<file path="config.mk">
export PLATFORM = sky130hd
export DESIGN_NAME = memory_arbiter
export DESIGN_NICKNAME = d
export VERILOG_FILES = /design/src/rtl/memory_arbiter.sv
export SDC_FILE = /design/constraint.sdc
export NUM_CORES = 1
export LEC_CHECK = 0
export ABC_AREA = 1
export BUFFER_PORTS_ARGS = -buffer_cell sky130_fd_sc_hd__buf_2
export CAP_MARGIN = 30
export CELL_PAD_IN_SITES_DETAIL_PLACEMENT = 0
export CELL_PAD_IN_SITES_GLOBAL_PLACEMENT = 2
export CORE_UTILIZATION = 25
export DETAILED_ROUTE_END_ITERATION = 10
export PLACE_DENSITY = 0.8
export SETUP_SLACK_MARGIN = 0.2
export SYNTH_ARGS = -nofsm -noshare
export SYNTH_HDL_FRONTEND = slang
export SYNTH_SLANG_ARGS = --single-unit
</file>
<file path="constraint.sdc">
create_clock -name clk -period 5.8 [get_ports clk]
set_input_delay 0.29 -clock clk [delete_from_list [all_inputs] [get_ports clk]]
set_output_delay 0.29 -clock clk [all_outputs]
set_load 0.005 [all_outputs]
</file>
<file path="src/rtl/memory_arbiter.sv">
// Two-port round-robin arbiter in front of a single-outstanding memory bus.
// Define MEMORY_ARBITER_TIMEOUT_EN (parameter TIMEOUT) to force-complete accesses that never see memory_ready.
module memory_arbiter #(
    parameter int unsigned TIMEOUT = 32'd1024
) (
    input  logic        clk,
    input  logic        rst,
    input  logic        m0_valid,
    input  logic        m0_instr,
    input  logic [31:0] m0_addr,
    input  logic [31:0] m0_wdata,
    input  logic [3:0]  m0_wstrb,
    output logic [31:0] m0_rdata,
    output logic        m0_ready,
    input  logic        m1_valid,
    input  logic        m1_instr,
    input  logic [31:0] m1_addr,
    input  logic [31:0] m1_wdata,
    input  logic [3:0]  m1_wstrb,
    output logic [31:0] m1_rdata,
    output logic        m1_ready,
    output logic        memory_valid,
    output logic        memory_instr,
    output logic [31:0] memory_addr,
    output logic [31:0] memory_wdata,
    output logic [3:0]  memory_wstrb,
    input  logic [31:0] memory_rdata,
    input  logic        memory_ready,
    output logic        timeout_err
);
    typedef enum logic [0:0] {ST_IDLE = 1'b0, ST_WAIT = 1'b1} state_t;

    state_t      r_state;
    logic [1:0]  r_pend;
    logic        r_last;
    logic        r_owner;
    logic [1:0]  r_instr;
    logic [31:0] r_addr  [2];
    logic [31:0] r_wdata [2];
    logic [3:0]  r_wstrb [2];
    logic        r_mem_valid;
    logic        r_mem_instr;
    logic [31:0] r_mem_addr;
    logic [31:0] r_mem_wdata;
    logic [3:0]  r_mem_wstrb;

    logic [1:0]  w_in_valid;
    logic [1:0]  w_in_instr;
    logic [31:0] w_in_addr  [2];
    logic [31:0] w_in_wdata [2];
    logic [3:0]  w_in_wstrb [2];
    logic        w_expire;
    logic        w_done;
    logic [1:0]  w_done_port;
    logic [1:0]  w_capture;
    logic        w_issue;
    logic        w_issue_port;

    assign w_in_valid    = {m1_valid, m0_valid};
    assign w_in_instr    = {m1_instr, m0_instr};
    assign w_in_addr[0]  = m0_addr;
    assign w_in_addr[1]  = m1_addr;
    assign w_in_wdata[0] = m0_wdata;
    assign w_in_wdata[1] = m1_wdata;
    assign w_in_wstrb[0] = m0_wstrb;
    assign w_in_wstrb[1] = m1_wstrb;

    // Completion, capture acceptance and next-grant selection.
    always_comb begin
        w_done       = 1'b0;
        w_issue      = 1'b0;
        w_issue_port = 1'b0;
        if (r_state == ST_WAIT) begin
            w_done = memory_ready | w_expire;
        end else begin
            w_done = 1'b0;
        end
        w_done_port = {w_done & r_owner, w_done & ~r_owner};
        // A completing port may accept its next request in the same cycle.
        w_capture   = w_in_valid & (~r_pend | w_done_port);
        case (r_state)
            ST_IDLE: begin
                w_issue      = |r_pend;
                w_issue_port = (r_pend == 2'b11) ? ~r_last : r_pend[1];
            end
            ST_WAIT: begin
                w_issue      = w_done & r_pend[~r_owner];
                w_issue_port = ~r_owner;
            end
            default: begin
                w_issue      = 1'b0;
                w_issue_port = 1'b0;
            end
        endcase
    end

    // Per-port pending request registers.
    always_ff @(posedge clk or posedge rst) begin
        if (rst) begin
            r_pend  <= 2'b00;
            r_instr <= 2'b00;
            for (int i = 0; i < 2; i++) begin
                r_addr[i]  <= 32'h0;
                r_wdata[i] <= 32'h0;
                r_wstrb[i] <= 4'h0;
            end
        end else begin
            for (int i = 0; i < 2; i++) begin
                if (w_capture[i]) begin
                    r_pend[i]  <= 1'b1;
                    r_instr[i] <= w_in_instr[i];
                    r_addr[i]  <= w_in_addr[i];
                    r_wdata[i] <= w_in_wdata[i];
                    r_wstrb[i] <= w_in_wstrb[i];
                end else if (w_done_port[i]) begin
                    r_pend[i] <= 1'b0;
                end
            end
        end
    end

    // Arbitration FSM with registered downstream request.
    always_ff @(posedge clk or posedge rst) begin
        if (rst) begin
            r_state     <= ST_IDLE;
            r_last      <= 1'b1;
            r_owner     <= 1'b0;
            r_mem_valid <= 1'b0;
            r_mem_instr <= 1'b0;
            r_mem_addr  <= 32'h0;
            r_mem_wdata <= 32'h0;
            r_mem_wstrb <= 4'h0;
        end else begin
            r_mem_valid <= w_issue;
            if (w_issue) begin
                r_owner     <= w_issue_port;
                r_mem_instr <= r_instr[w_issue_port];
                r_mem_addr  <= r_addr[w_issue_port];
                r_mem_wdata <= r_wdata[w_issue_port];
                r_mem_wstrb <= r_wstrb[w_issue_port];
            end
            case (r_state)
                ST_IDLE: begin
                    if (w_issue) r_state <= ST_WAIT;
                end
                ST_WAIT: begin
                    if (w_done) begin
                        r_last <= r_owner;
                        if (!w_issue) r_state <= ST_IDLE;
                    end
                end
                default: r_state <= ST_IDLE;
            endcase
        end
    end

`ifdef MEMORY_ARBITER_TIMEOUT_EN
    localparam int unsigned CNT_W = $clog2(TIMEOUT + 1);

    logic [CNT_W-1:0] r_tmo_cnt;
    logic             r_timeout_err;

    // memory_ready arriving in the expiry cycle wins, so no error is flagged.
    assign w_expire    = (r_state == ST_WAIT) && (r_tmo_cnt == CNT_W'(TIMEOUT)) && !memory_ready;
    assign timeout_err = r_timeout_err;

    // Watchdog counter restarted by every issue; sticky error flag.
    always_ff @(posedge clk or posedge rst) begin
        if (rst) begin
            r_tmo_cnt     <= '0;
            r_timeout_err <= 1'b0;
        end else begin
            if (w_issue) begin
                r_tmo_cnt <= '0;
            end else if (r_state == ST_WAIT) begin
                r_tmo_cnt <= r_tmo_cnt + CNT_W'(1);
            end
            if (w_expire) r_timeout_err <= 1'b1;
        end
    end
`else
    assign w_expire    = 1'b0;
    assign timeout_err = 1'b0;
`endif

    assign memory_valid = r_mem_valid;
    assign memory_instr = r_mem_instr;
    assign memory_addr  = r_mem_addr;
    assign memory_wdata = r_mem_wdata;
    assign memory_wstrb = r_mem_wstrb;
    assign m0_ready     = w_done_port[0];
    assign m1_ready     = w_done_port[1];
    // A forced (timeout) completion returns zero data.
    assign m0_rdata     = (w_done_port[0] & memory_ready) ? memory_rdata : 32'h0;
    assign m1_rdata     = (w_done_port[1] & memory_ready) ? memory_rdata : 32'h0;
endmodule

</file>
==> reports/metrics.cfg <==
[clock_tree]
path_clk_slew_ps = 60
numClockSinks = 213
root_buffer = clkbuf_16
cts_resized = 0
clockBufferDepth = 3
clock_latency_ps = 540
cts-buffers-inserted = 26
htreeDepth = 1
cts_tree = yes

[cells_and_area]
final_area_sq_um = 13930
antennaDiodeCount = 0
final_common_cell = nand2_1
syn_to_final_growth_pct = 39.85
finalNonFillerCells = 2237
final_cell_mix = nand2_1, buf_2, nand3_1, dfrtp_1, inv_1
layout-drive-gt1-share_pct = 22.11
nNetsFinal = 1874

[route]
routed_via_density = 4.282
drtIter0Drc = 568
drc_errors = 0
vias = 9579
first_pass_iters = 5
drtAntennaViolNets = 0
wl_mm = 34.34
wl_per_cell_um = 15.35

[outcome]
status = finished, final reports clean

[die]
fp-row-count = 72
coreArea_sq_um = 39010
die_w_um = 201.6
pin_count = 312
die-area_sq_um = 40650
initial_core_util_pct = 25.54
die_h_um = 201.6

[place]
dpl_cell_area_sq_um = 11890
finalWeightedCongestion = 0.7479
placed_cells = 2076
place_ws_ps = 3028
dpl.hpwl_mm = 21.15
io_buffers = 310

[global_route]
grt.met2_usage_pct = 27.71
grt-ovfl-total = 0
grtUsageMet1_pct = 23.74
antenna_found_initial = 1
grt_pass1_wl_mm = 54.45
grt_max_degree = 168
busiest_layer = met2
gr-usage-all-layers_pct = 16.91
grt_pass1_vias = 9712
met3_usage_pct = 2.818

[sta]
setup_viol = 0
clock_skew_ps = 17.06
period_needed_ps = 2715
max_freq_mhz = 368.3
rsz0062_at_grt = no
slew_violations = 0
period_share_pct = 46.81
layout_setup_ws_ps = 3085
worstMarginPinSlew_ps = 1251
hold_viol = 0
relSlewSlack_pct = 16.61
finalSetupTns_ps = 0

[worst_setup_path]
critPathMaxFanout = 70
start_kind = input port
worst_setup_path_end_kind = flip-flop
r2r-start = r_state$_DFF_PP0_
r2r_slack_ps = 3110
required_ps = 6170
worstSetupPathType = input port to flip-flop
critPathArrivalTime_ps = 3080
r2r_cells = 6
r2r-end = r_pend[0]$_DFFE_PP0P_

[power]
total_power_mw = 7.534
p_leak_nw = 8.028
pwr_density_cell_nw_per_um2 = 540.8
ir_drop_uv = 346.8

[synthesis]
synth_cell_types = 16
synth_area_per_cell_sq_um = 7.513
synth_cells = 1326
syn_nets = 1501
synth-seq-cells = 213
synth-seq-area-share_pct = 53.52
ys.warnings.count = 0
syn_area_sq_um = 9962

[hold_path]
holdPathStages = 3
min_to = r_wdata[18]$_DFFE_PP0P_
hold_class = input port to flip-flop
hp-start = m1_wdata[18]

[job]
drv_cap = 0

==> per-stage QoR <==
step / util, % / hold WS (ps)
after detailed placement: 30.47 / 281.0
after global routing: 35.72 / 0.4133
final: 35.72 / 8.932
after floorplan: - / 397.5
after global placement: 30.47 / 281.3
after CTS: 35.67 / 0.2021
==> cell type report <==
cell class	instances	area, sq um
clock buffers	39	809.5
flip-flops and latches	213	5331
multi-input cells	849	3607
repair buffers	431	2758
inverters	178	671.9
clock inverters	9	106.4
well taps	518	648.1
fillers	4219	25080
==> cells by family (layout without fill, tap and decap cells) <==
group	after synthesis	after routing	share of synthesized area, %
and+or+nand+nor	845	845	35.57
other	1	1	0.03764
buffers and inverters	264	657	10.73
AOI/OAI and AO/OA	3	3	0.1507
DFF	213	213	53.52
==> routing by layer <==
| layer | vias up | routed length [um] |
|---|---|---|
| met5 | - | 13 |
| met4 | 2 | 393 |
| met3 | 27 | 1532 |
| met2 | 216 | 16070 |
| met1 | 4536 | 16320 |
| li1 | 4798 | - |
==> what timing repair did <==
| action | in CTS | in global routing |
|---|---|---|
| buffers inserted | 0 | 0 |
| hold endpoints to repair | 122 | 2 |
| hold buffers | 111 | 2 |
| endpoints found under the setup margin | 0 | 0 |
==> critical path, stage by stage <==
cell           delay, ps
dlygate4sd3_1        560
buf_2                140
nand2_1               80
inv_2                 60
nand2_2              490
nand2_4              500
nand2_4              820
nand2_1              130
==> report_power, final <==
part	total, mW	internal [mW]	switching, mW
clock	1.71	1.05	0.665
combinational	3.20	1.10	2.09
sequential	2.62	2.23	0.393
total	7.53	4.38	3.15
==> sequential cells by signal, indices dropped and copies added (netlist names) <==
| register | flops |
|---|---|
| r_instr | 2 |
| r_owner | 1 |
| memory_instr | 1 |
| r_pend | 2 |
| memory_addr | 32 |
| memory_wstrb | 4 |
| r_last | 1 |
| memory_valid | 1 |
| memory_wdata | 32 |
| r_wdata | 64 |
| r_wstrb | 8 |
| r_state | 1 |
| r_addr | 64 |
==> cells in the mapped netlist <==
library cell / n / share of area [%]
o21ai_0: 2 / 0.10
nor2_1: 64 / 2.4
dfstp_2: 1 / 0.26
nand3_1: 276 / 14
nand3_2: 1 / 0.10
inv_1: 174 / 6.6
nand2_1: 496 / 19
buf_2: 56 / 2.8
nand2_2: 8 / 0.50
buf_1: 2 / 0.075
inv_2: 4 / 0.15
dfrtp_1: 212 / 53
o21ai_1: 1 / 0.050
buf_4: 2 / 0.15
conb_1: 1 / 0.038
clkbuf_1: 26 / 0.98
==> worst max path at each step <==
| stage | slack [ps] | cells past startpoint | startpoint | to |
|---|---|---|---|---|
| finish | 3090 | 8 | memory_ready | r_pend[0]$_DFFE_PP0P_ |
| global route | 2770 | 7 | r_state$_DFF_PP0_ | r_wdata[40]$_DFFE_PP0P_ |
| CTS | 3020 | 6 | r_state$_DFF_PP0_ | r_pend[0]$_DFFE_PP0P_ |
| detailed placement | 3030 | 6 | r_state$_DFF_PP0_ | r_pend[0]$_DFFE_PP0P_ |
| global placement | 3080 | 7 | r_state$_DFF_PP0_ | r_wdata[35]$_DFFE_PP0P_ |
| floorplan | 2740 | 1 | rst | memory_addr[0]$_DFFE_PP0P_ |
No activity file was read; power rests on OpenSTA's default activity.
